File: src/rtl/branch_predictor_bht.sv
// Branch history table: ENTRIES saturating CTR_W-bit counters indexed by PC[IDX_W+1:2].
// Combinational lookup with target add; registered update on resolve; saturating perf counters.
module branch_predictor_bht #(
  parameter int ENTRIES  = 64,
  parameter int CTR_W    = 2,
  parameter int INIT_CTR = 1,
  parameter int PERF_W   = 32
) (
  input  logic              clk,
  input  logic              rst,
  input  logic [31:0]       in_addr,
  input  logic [31:0]       offset,
  input  logic              branch_decode_sig,
  output logic [31:0]       branch_addr,
  output logic              prediction,
  input  logic              branch_mem_sig,
  input  logic [31:0]       update_addr,
  input  logic              actual_branch_decision,
  input  logic              mistake,
  input  logic              clear,
  output logic [PERF_W-1:0] branch_cnt,
  output logic [PERF_W-1:0] mispredict_cnt
);

  localparam int IDX_W = $clog2(ENTRIES);
  localparam logic [CTR_W-1:0] INIT = CTR_W'(INIT_CTR);

  logic [CTR_W-1:0] tbl [ENTRIES];
  logic [IDX_W-1:0] ridx;
  logic [IDX_W-1:0] widx;
  logic             unused_addr_bits;

  assign ridx = in_addr[IDX_W+1:2];
  assign widx = update_addr[IDX_W+1:2];
  // High PC bits are intentionally dropped, so aliasing branches share an entry.
  assign unused_addr_bits = ^{update_addr[31:IDX_W+2], update_addr[1:0]};

  assign branch_addr = in_addr + offset;
  assign prediction  = branch_decode_sig & tbl[ridx][CTR_W-1];

  always_ff @(posedge clk or posedge rst) begin
    if (rst) begin
      for (int unsigned i = 0; i < ENTRIES; i++) tbl[i] <= INIT;
    end else if (clear) begin
      for (int unsigned i = 0; i < ENTRIES; i++) tbl[i] <= INIT;
    end else if (branch_mem_sig) begin
      if (actual_branch_decision) begin
        if (tbl[widx] != '1) tbl[widx] <= tbl[widx] + CTR_W'(1);
      end else begin
        if (tbl[widx] != '0) tbl[widx] <= tbl[widx] - CTR_W'(1);
      end
    end
  end

  always_ff @(posedge clk or posedge rst) begin
    if (rst) begin
      branch_cnt     <= '0;
      mispredict_cnt <= '0;
    end else if (branch_mem_sig) begin
      if (branch_cnt != '1) branch_cnt <= branch_cnt + PERF_W'(1);
      if (mistake && mispredict_cnt != '1) mispredict_cnt <= mispredict_cnt + PERF_W'(1);
    end
  end

endmodule

File: config.mk
export PLATFORM = sky130hd
export DESIGN_NAME = branch_predictor_bht
export DESIGN_NICKNAME = d
export VERILOG_FILES = /design/src/rtl/branch_predictor_bht.sv
export SDC_FILE = /design/constraint.sdc
export NUM_CORES = 1
export LEC_CHECK = 0
export CORE_AREA = 10 10 174 176
export DETAILED_ROUTE_END_ITERATION = 12
export DIE_AREA = 0 0 184 186
export PLACE_DENSITY = 0.73
export SKIP_CTS_REPAIR_TIMING = 1
export SLEW_MARGIN = 40
export SYNTH_ARGS = -nofsm -noshare
export SYNTH_HDL_FRONTEND = slang
export SYNTH_SLANG_ARGS = --single-unit
File: constraint.sdc
create_clock -name clk -period 18.8 [get_ports clk]
set_clock_uncertainty 0.1 [all_clocks]
set_input_delay 2.82 -clock clk [delete_from_list [all_inputs] [get_ports clk]]
set_output_delay 2.82 -clock clk [all_outputs]
set_load 0.005 [all_outputs]
==> results of run 1 <==
power by group through the flow:
stage / logic [uW] / clock network, uW / registers [uW]
floorplan: 127 / 0 / 454
CTS: 239 / 368 / 450
global route: 261 / 387 / 453
global placement: 234 / 0 / 456
detailed placement: 238 / 0 / 456
finish: 238 / 363 / 450
routing by layer:
metal	vias to the layer above	part of all wire	global-route usage
met5	-	0	0
met4	0	0.017	0.0574
met3	49	0.084	0.0521
met2	423	0.46	0.302
met1	5054	0.43	0.255
li1	4816	-	-
area by class of cell:
class                   count  area [um^2]
clock buffers              20          447
clock inverters            12          133
fillers                  2352        12300
inverters                  21         86.3
multi-input cells         943         6680
flip-flops and latches    192         4880
well taps                 341          427
repair buffers            184         1800
synthesized netlist by cell type, drive strengths merged, types with 29 or more instances:
| cell | instances |
|---|---|
| buf | 31 |
| xnor2 | 55 |
| mux4 | 29 |
| nand2 | 123 |
| nor2 | 44 |
| ha | 35 |
| dfrtp | 128 |
| xor2 | 29 |
| nand3b | 66 |
| o21ai | 159 |
| a21oi | 103 |
| nand3 | 45 |
| dfstp | 64 |
path summary, 6_finish.rpt:
kind	from	to	slack (ns)	cells past startpoint
worst max-delay path	offset[0]	branch_addr[30]	9.77	10
worst min-delay path	mispredict_cnt[20]$_DFFE_PP0P_	mispredict_cnt[20]$_DFFE_PP0P_	0.40	1
worst max register to register	tbl[120]$_DFFE_PP1P_	tbl[30]$_DFFE_PP1P_	14.79	12
worst min register to register	mispredict_cnt[20]$_DFFE_PP0P_	mispredict_cnt[20]$_DFFE_PP0P_	0.40	1
max in group asynchronous	rst	tbl[45]$_DFFE_PP0P_	14.57	3
min in group asynchronous	rst	mispredict_cnt[30]$_DFFE_PP0P_	2.81	2
cell families (layout without fill, tap and decap cells):
logic type,Yosys count,count (layout),synth area share
multiplexers,66,66,0.0870
buffers and inverters,80,237,0.0331
AO/OA/AOI/OAI,370,370,0.189
flip-flops,192,192,0.410
AND/OR/NAND/NOR,387,387,0.182
adder cells (fa/ha/maj),36,36,0.0384
XOR/XNOR,84,84,0.0617
state kept, by name (all words and copies together) (netlist names):
name,flops
tbl,128
branch_cnt,32
mispredict_cnt,32
per-stage QoR:
stage | setup slack [ns] | power, uW
6_report | 9.77 | 1050
5_1_grt | 9.65 | 1100
4_1_cts | 9.79 | 1060
3_5_place_dp | 9.80 | 695
3_3_place_gp | 9.41 | 690
2_1_floorplan | 10.76 | 581
==> qor.tcl, run 1 <==
set qor(status) {complete, no violations}
set qor(final_period_minus_worst_setup_slack_ns) 9.03
set qor(p_per_area_nw_per_um2) 72.7
set qor(max_cap_violations) 0
set qor(die_y_um) 186
set qor(ctsRootBufferMaster) {sky130_fd_sc_hd__clkbuf_16}
set qor(final_cell_utilization_of_the_core) 0.541
set qor(synth_seq_cells) 192
set qor(power.share.switching) 0.290
set qor(post-route-drc-count) 0
set qor(die_w_um) 184
set qor(critPathCaptureType) {output pin}
set qor(setup_viol_count_final) 0
set qor(largest_net_degree_at_the_start_of_global_routing) 110
set qor(floorplan.die_area_um2) 34200
set qor(global_route.overflow_total) 0
set qor(critical_path.startpoint_type) {input pin}
set qor(timing.hold.worst.class) {register to register}
set qor(cellLeakagePower_uw) 0.00575
set qor(synth.cell_area_um2) 11900
set qor(synth_area_leaders) {sky130_fd_sc_hd__dfrtp_1 (27%), sky130_fd_sc_hd__dfstp_2 (14%), sky130_fd_sc_hd__o21ai_0 (6.0%)}
set qor(power.clock.fraction) 0.345
set qor(floorplan.io_pins) 200
set qor(ir_drop_uv) 78.3
set qor(drt_first_iter_violations) 853
set qor(antenna_violating_nets_post_route) 0
set qor(timing.final.max_slew_violations) 0
set qor(gp_congestion) 0.865
set qor(crit_chain) {clkdlybuf4s50_1, ha_1, fa_1, a21o_1, a22o_1, o311a_1, a22oi_1, a41oi_1, o311ai_0, clkdlybuf4s50_1}
set qor(ys_async_sr_fraction) 1.00
set qor(insertion_delay_ns) 0.44
set qor(layout-drive-gt1-share) 0.141
set qor(syn_avg_cell_area_um2) 9.81
set qor(n_antenna_cell) 0
set qor(timing.critical_path.required_ns) 15.88
set qor(postSynthNetCount) 1354
set qor(grt_first_pass_wirelength_mm) 53.7
set qor(area_growth_synth_to_finish_pct) 21.3
set qor(row_count) 60
set qor(timing.setup.tns_ns) 0
set qor(post_synthesis_cell_count) 1215
set qor(critical_path_arrival_ns) 6.11
set qor(routed_wl_mm) 33.4
set qor(comb_power_share) 0.227
set qor(layoutNonFillerInstCount) 1713
set qor(synth_largest_area_cell) {sky130_fd_sc_hd__dfrtp_1}
set qor(cts_max_path_buffers) 2
set qor(path_clk_slew_ns) 0.07
set qor(p_switching_uw) 305
set qor(synth_seq_area_share) 0.410
set qor(dp_cells) 1681
set qor(finish.net_count) 1498
set qor(postLayoutCellArea_um2) 14500
set qor(number_of_warnings_printed_during_yosys_synthesis) 0
set qor(htree_levels) 4
set qor(synth_top_area_frac) 0.269
set qor(fp.coreArea_um2) 26700
set qor(slew_headroom) 0.430
set qor(post_drt_via_cell_ratio) 6.04
set qor(tritoncts) {built}
set qor(finalHoldWorstSlack_ns) 0.398
set qor(clock_sink_count) 192
set qor(hold_viol) 0
set qor(port_buffers) 173
set qor(drt-wirelength-per-cell_um) 19.5
set qor(vias) 10342
set qor(min_period_over_period) 0.480
set qor(placed_cell_area_um2) 13900
set qor(grt_use_total) 0.193
set qor(kind_of_cell_adding_the_most_delay_to_the_critical_path) {compound AO/OA/AOI/OAI gates}
set qor(initial_utilization) 0.446
set qor(firstDrtPassIters) 5
set qor(grt_pass1_vias) 10035
set qor(synth_flop_cell) {sky130_fd_sc_hd__dfrtp_1}
set qor(synthDistinctLibCells) 82
set qor(cp_num_buf_inv) 2
set qor(fmax_mhz) 111
set qor(layout_commonest_cell) {sky130_fd_sc_hd__clkdlybuf4s50_1}
set qor(path_common_cell) {sky130_fd_sc_hd__clkdlybuf4s50_1}
set qor(cts_made_buffers) 17
set qor(category_of_the_most_critical_setup_path) {input pin to output pin}
set qor(seq_power_share) 0.428
set qor(worst_slew_pin_slew_ns) 0.850
set qor(mostFrequentLayoutCells) {sky130_fd_sc_hd__clkdlybuf4s50_1 (169), sky130_fd_sc_hd__o21ai_0 (142), sky130_fd_sc_hd__dfrtp_1 (128), sky130_fd_sc_hd__nand2_1 (123), sky130_fd_sc_hd__a21oi_1 (103)}
set qor(synth-edff-count) 0
set qor(place_hpwl_mm) 23.3
set qor(timing.critical_path.fanout_max) 4
set qor(power_report.internal_total_uw) 747
set qor(critical_path.slowest_cell) {sky130_fd_sc_hd__clkdlybuf4s50_1}
set qor(antenna_found_initial) 0
set qor(unrepaired_setup_endpoints_after_global_routing) {false}
set qor(crit_path_max_incr_delay_ns) 0.57
Note: power is estimated with default switching activity, not from simulation.
==> run 2: changes to the inputs <==
- clock period: 18.8 -> 8.4 ns (I/O delays scaled with it)
==> qor.tcl, run 2 (synthesis gave the netlist of run 1 again) <==
set qor(timing.setup.tns_ns) 0 ;# unchanged
set qor(path_clk_slew_ns) 0.07 ;# about the same
set qor(max_cap_violations) 0 ;# unchanged
set qor(clock_sink_count) 192 ;# unchanged
set qor(crit_path_max_incr_delay_ns) 0.59 ;# +0.02 ns
set qor(largest_register_ff_count) 128 ;# unchanged
set qor(grt_first_pass_wirelength_mm) 54.3 ;# +1.1%
set qor(cts_max_path_buffers) 2 ;# unchanged
set qor(power_uw) 2470 ;# +140%
set qor(wl_met2_mm) 15.7 ;# +1.5%
set qor(area_growth_synth_to_finish_pct) 22.5
set qor(largest_net_degree_at_the_start_of_global_routing) 110 ;# unchanged
set qor(ctsRootBufferMaster) {sky130_fd_sc_hd__clkbuf_16}
set qor(gp_congestion) 0.883 ;# +2.1%
set qor(hold_viol) 0 ;# unchanged
set qor(setup_viol_count_final) 0 ;# unchanged
set qor(grt_pass1_vias) 10116 ;# +0.81%
set qor(drt-wirelength-per-cell_um) 19.7 ;# +0.89%
set qor(register_with_the_most_flip_flops) {tbl}
set qor(cellLeakagePower_uw) 0.00583 ;# +1.3%
set qor(timing.critical_path.fanout_max) 4 ;# unchanged
set qor(htree_levels) 4 ;# unchanged
set qor(tritoncts) {built}
set qor(grt_use_total) 0.194 ;# +0.00136
set qor(dp_worst_setup_slack_ns) 2.13 ;# -7.68 ns
set qor(timing.critical_path.required_ns) 7.04 ;# -8.84 ns
set qor(insertion_delay_ns) 0.45 ;# about the same
set qor(firstDrtPassIters) 5 ;# unchanged
set qor(status) {complete, no violations}
set qor(final.setup.worst_slack_ns) 2.49 ;# -7.28 ns
set qor(critical_path.slowest_cell) {sky130_fd_sc_hd__clkdlybuf4s50_1}
set qor(kind_of_cell_adding_the_most_delay_to_the_critical_path) {compound AO/OA/AOI/OAI gates}
set qor(timing.hold.worst.class) {register to register}
set qor(critical_path.startpoint_type) {input pin}
set qor(place_hpwl_mm) 23.3 ;# about the same
set qor(die_w_um) 184 ;# unchanged
set qor(n_antenna_cell) 0 ;# unchanged
set qor(antenna_violating_nets_post_route) 0 ;# unchanged
set qor(routed_wl_mm) 33.7 ;# +1.0%
set qor(finish.net_count) 1500 ;# +0.13%
set qor(wl_met3_mm) 2.82 ;# +0.14%
set qor(drt-met1-wl_mm) 14.4 ;# -0.85%
set qor(finalHoldWorstSlack_ns) 0.406 ;# +0.00778 ns
set qor(r2r.worst_path.cells) 14 ;# +2
set qor(layout-drive-gt1-share) 0.143 ;# +0.00198
set qor(vias) 10324 ;# -0.17%
set qor(path_length_in_cells_of_the_critical_path) 10 ;# unchanged
set qor(cp_num_buf_inv) 2 ;# unchanged
set qor(post-route-drc-count) 0 ;# unchanged
set qor(unrepaired_setup_endpoints_after_global_routing) {false}
set qor(p_per_area_nw_per_um2) 169 ;# +130%
set qor(layout_commonest_cell) {sky130_fd_sc_hd__clkdlybuf4s50_1}
set qor(antenna_found_initial) 0 ;# unchanged
set qor(category_of_the_most_critical_setup_path) {input pin to output pin}
set qor(row_count) 60 ;# unchanged
set qor(timing.final.max_slew_violations) 0 ;# unchanged
set qor(layout_top_registers) {tbl: 128 flops, branch_cnt: 32 flops, mispredict_cnt: 32 flops}
set qor(die_y_um) 186 ;# unchanged
set qor(floorplan.die_area_um2) 34200 ;# unchanged
set qor(floorplan.io_pins) 200 ;# unchanged
set qor(fp.coreArea_um2) 26700 ;# unchanged
set qor(critPathCaptureType) {output pin}
set qor(critical_path_arrival_ns) 4.55 ;# -1.56 ns
set qor(fmax_mhz) 169
set qor(initial_utilization) 0.446 ;# unchanged
set qor(min_delay_path_depth) 1 ;# unchanged
set qor(ir_drop_uv) 194 ;# +150%
set qor(path_common_cell) {sky130_fd_sc_hd__clkdlybuf4s50_1}
set qor(drt_first_iter_violations) 935 ;# +9.6%
set qor(cts_made_buffers) 17 ;# unchanged
set qor(final_period_minus_worst_setup_slack_ns) 5.91
set qor(maxUsedRoutingLayer) {met4}
set qor(slew_headroom) 0.466 ;# +0.0353
set qor(post_drt_via_cell_ratio) 6.02 ;# -0.29%
set qor(min_period_over_period) 0.704
set qor(port_buffers) 173 ;# unchanged
set qor(worst_slew_pin_slew_ns) 0.798 ;# -0.0518 ns
set qor(global_route.overflow_total) 0 ;# unchanged
set qor(final_cell_utilization_of_the_core) 0.547 ;# +0.00538
set qor(mostFrequentLayoutCells) {sky130_fd_sc_hd__clkdlybuf4s50_1 (169), sky130_fd_sc_hd__o21ai_0 (142), sky130_fd_sc_hd__dfrtp_1 (128), sky130_fd_sc_hd__nand2_1 (123), sky130_fd_sc_hd__a21oi_1 (103)}
set qor(crit_chain) {clkdlybuf4s50_1, ha_1, fa_1, a21o_1, a22o_1, o311a_1, a22oi_1, a41oi_1, o311ai_0, clkdlybuf4s50_1}
## run 2: stage by stage
| step | std cells | area (um^2) |
|---|---|---|
| after CTS | 1714 | 14600 |
| final | 1715 | 14600 |
| after floorplan | 1215 | 11900 |
| after global placement | 1680 | 13800 |
| after global routing | 1715 | 14600 |
| after detailed placement | 1682 | 13900 |
## run 2: layer usage
layer  vias to the layer above  global-route usage
li1                       4808                   -
met1                      5041               0.256
met2                       420               0.304
met3                        55              0.0505
met4                         0              0.0652
met5                         -                   0
## run 2: path summary, 6_finish.rpt
path / startpoint / endpoint / slack (ns)
max reg2reg: tbl[44]$_DFFE_PP1P_ / tbl[27]$_DFFE_PP0P_ / 4.32
min in group asynchronous: rst / branch_cnt[0]$_DFFE_PP0P_ / 1.06
min: mispredict_cnt[20]$_DFFE_PP0P_ / mispredict_cnt[20]$_DFFE_PP0P_ / 0.41
max in group asynchronous: rst / tbl[109]$_DFFE_PP0P_ / 6.14
min reg2reg: mispredict_cnt[20]$_DFFE_PP0P_ / mispredict_cnt[20]$_DFFE_PP0P_ / 0.41
max: offset[0] / branch_addr[30] / 2.49
## run 2: report_power, final
group	switching, uW	internal [uW]	total [uW]
Clock	383	545	928
Combinational	274	264	538
Sequential	47.6	961	1010
## run 2: cell type report
type                    count  area (um^2)
fillers                  2343        12100
multi-input cells         943         6690
flip-flops and latches    192         4880
repair buffers            186         1860
clock buffers              19          443
well taps                 341          427
clock inverters            13          221
inverters                  21         86.3
==> run 3: changes to the inputs <==
- PLACE_DENSITY: 0.73 -> 0.76
- clock period: 8.4 -> 5.1 ns (I/O delays scaled with it)
==> qor.tcl, run 3 (synthesis gave the netlist of run 1 again) <==
set qor(status) {complete, no violations}
set qor(path_clk_slew_ns) 0.07 ;# about the same
set qor(die_y_um) 186 ;# unchanged
set qor(max_cap_violations) 0 ;# unchanged
set qor(initial_utilization) 0.446 ;# unchanged
set qor(kind_of_cell_adding_the_most_delay_to_the_critical_path) {compound AO/OA/AOI/OAI gates}
set qor(cp_num_buf_inv) 2 ;# unchanged
set qor(p_per_area_nw_per_um2) 267 ;# +58%
set qor(final_cell_utilization_of_the_core) 0.549 ;# +0.00201
set qor(tritoncts) {built}
set qor(grt_util_met3) 0.0571 ;# +0.00663
set qor(fmax_mhz) 207
set qor(critical_path_arrival_ns) 3.96 ;# -0.59 ns
set qor(antenna_violating_nets_post_route) 0 ;# unchanged
set qor(hold_viol) 0 ;# unchanged
set qor(global_route.overflow_total) 0 ;# unchanged
set qor(vias) 10436 ;# +1.1%
set qor(use_met2) 0.309 ;# +0.00513
set qor(timing.hold.worst.class) {register to register}
set qor(setup_viol_count_final) 0 ;# unchanged
set qor(mostFrequentLayoutCells) {sky130_fd_sc_hd__clkdlybuf4s50_1 (170), sky130_fd_sc_hd__o21ai_0 (142), sky130_fd_sc_hd__dfrtp_1 (128), sky130_fd_sc_hd__nand2_1 (123), sky130_fd_sc_hd__a21oi_1 (103)}
set qor(cts_max_path_buffers) 2 ;# unchanged
set qor(drt-wirelength-per-cell_um) 19.5 ;# -0.95%
set qor(row_count) 60 ;# unchanged
set qor(critical_path.slowest_cell) {sky130_fd_sc_hd__clkdlybuf4s50_1}
set qor(top_usage_layer) {met2}
set qor(path_common_cell) {sky130_fd_sc_hd__clkdlybuf4s50_1}
set qor(min_period_over_period) 0.946
set qor(floorplan.io_pins) 200 ;# unchanged
set qor(n_antenna_cell) 0 ;# unchanged
set qor(timing.critical_path.required_ns) 4.24 ;# -2.80 ns
set qor(post_drt_via_cell_ratio) 6.01 ;# about the same
set qor(timing.critical_path.fanout_max) 4 ;# unchanged
set qor(slew_headroom) 0.537 ;# +0.0715
set qor(htree_levels) 4 ;# unchanged
set qor(insertion_delay_ns) 0.44 ;# about the same
set qor(largest_net_degree_at_the_start_of_global_routing) 103 ;# -6.4%
set qor(p_switching_uw) 1140 ;# +63%
set qor(seq_power_share) 0.424 ;# +0.016
set qor(power.clock.fraction) 0.349 ;# -0.026
set qor(grt_use_total) 0.196 ;# +0.00215
set qor(timing.setup.tns_ns) 0 ;# unchanged
set qor(cts_made_buffers) 17 ;# unchanged
set qor(firstDrtPassIters) 6 ;# +1
set qor(clock_sink_count) 192 ;# unchanged
set qor(comb_power_share) 0.227 ;# +0.010
set qor(ctsRootBufferMaster) {sky130_fd_sc_hd__clkbuf_16}
set qor(post-route-drc-count) 0 ;# unchanged
set qor(crit_path_max_incr_delay_ns) 0.58 ;# about the same
set qor(place_hpwl_mm) 24.1 ;# +3.5%
set qor(critical_path.startpoint_type) {input pin}
set qor(unrepaired_setup_endpoints_after_global_routing) {false}
set qor(layout_top_registers) {tbl: 128 flops, branch_cnt: 32 flops, mispredict_cnt: 32 flops}
set qor(power_report.internal_total_uw) 2780 ;# +57%
set qor(fp.coreArea_um2) 26700 ;# unchanged
set qor(area_growth_synth_to_finish_pct) 23.0
set qor(use_met1) 0.262 ;# +0.00535
set qor(port_buffers) 173 ;# unchanged
set qor(routed_wl_mm) 33.8 ;# +0.20%
set qor(largest_register_ff_count) 128 ;# unchanged
set qor(cellLeakagePower_uw) 0.00588 ;# +0.77%
set qor(register_with_the_most_flip_flops) {tbl}
set qor(final_period_minus_worst_setup_slack_ns) 4.82
set qor(finish.net_count) 1520 ;# +1.3%
set qor(power.share.switching) 0.292 ;# +0.00763
set qor(grt_first_pass_wirelength_mm) 55.2 ;# +1.6%
set qor(layout_commonest_cell) {sky130_fd_sc_hd__clkdlybuf4s50_1}
set qor(drt_first_iter_violations) 939 ;# +0.43%
set qor(timing.final.max_slew_violations) 0 ;# unchanged
set qor(crit_chain) {clkdlybuf4s50_1, ha_1, fa_1, a21o_1, a22o_1, o311a_1, a22oi_1, a41oi_1, o311ai_0, clkdlybuf4s50_1}
set qor(grt_pass1_vias) 10288 ;# +1.7%
set qor(die_w_um) 184 ;# unchanged
set qor(critPathCaptureType) {output pin}
set qor(ir_drop_uv) 290 ;# +50%
set qor(worst_slew_pin_slew_ns) 0.692 ;# -0.106 ns
set qor(antenna_found_initial) 0 ;# unchanged
set qor(gp_congestion) 0.881 ;# -0.19%
set qor(layout-drive-gt1-share) 0.151 ;# +0.00800
set qor(floorplan.die_area_um2) 34200 ;# unchanged
set qor(category_of_the_most_critical_setup_path) {input pin to output pin}
==> run 3: cell type report <==
type	count	area, um^2
Sequential cell	192	4880
Multi-Input combinational cell	943	6660
Fill cell	2354	12100
Tap cell	341	427
Timing Repair Buffer	206	2010
Clock buffer	20	447
Inverter	21	82.6
Clock inverter	12	150
==> run 3: through the flow <==
step	instance area, um^2	hold WS, ns	setup slack, ns	power (uW)	std cells
finish	14700	0.401	0.276	3920	1735
global route	14700	0.424	0.0935	4100	1735
CTS	14700	0.404	0.251	3940	1735
detailed placement	14100	0.390	0.266	2570	1703
global placement	14000	0.385	0.295	2550	1702
floorplan	11900	0.378	1.40	2140	1215
==> run 3: per-layer routing <==
metal	up-vias	share of wire
li1	4848	-
met1	5114	0.43
met2	440	0.46
met3	34	0.092
met4	0	0.014
met5	-	0
==> run 3: final timing paths <==
path                                             from                       endpoint  slack (ns)  cells after the start
max                                         offset[0]                branch_addr[30]        0.28                     10
min                        branch_cnt[16]$_DFFE_PP0P_     branch_cnt[16]$_DFFE_PP0P_        0.40                      1
max reg2reg                        tbl[3]$_DFFE_PP0P_            tbl[40]$_DFFE_PP1P_        1.71                     12
min reg2reg                branch_cnt[16]$_DFFE_PP0P_     branch_cnt[16]$_DFFE_PP0P_        0.40                      1
max in group asynchronous                         rst             tbl[6]$_DFFE_PP1P_        3.31                      4
min in group asynchronous                         rst  mispredict_cnt[7]$_DFFE_PP0P_        0.71                      3
==> run 3: worst register-to-register path, stage by stage, from the launching register on <==
cell and delay, ns:
sky130_fd_sc_hd__dfrtp_1 0.40, sky130_fd_sc_hd__mux4_2 0.46, sky130_fd_sc_hd__mux2i_1 0.26, sky130_fd_sc_hd__o22ai_1 0.14, sky130_fd_sc_hd__a211oi_2 0.23, sky130_fd_sc_hd__nand3_1 0.12
sky130_fd_sc_hd__ha_1 0.21, sky130_fd_sc_hd__mux2i_1 0.22, sky130_fd_sc_hd__nand3_1 0.26, sky130_fd_sc_hd__nor2_4 0.43, sky130_fd_sc_hd__nand2_1 0.17, sky130_fd_sc_hd__a21oi_1 0.18
sky130_fd_sc_hd__o21ai_0 0.12
==> run 3: power groups by stage <==
stage          clock network [uW]  logic [uW]  registers (uW)
2_1_floorplan                   0         469            1670
3_3_place_gp                    0         872            1680
3_5_place_dp                    0         887            1690
4_1_cts                      1390         891            1660
5_1_grt                      1460         970            1670
6_report                     1370         890            1660
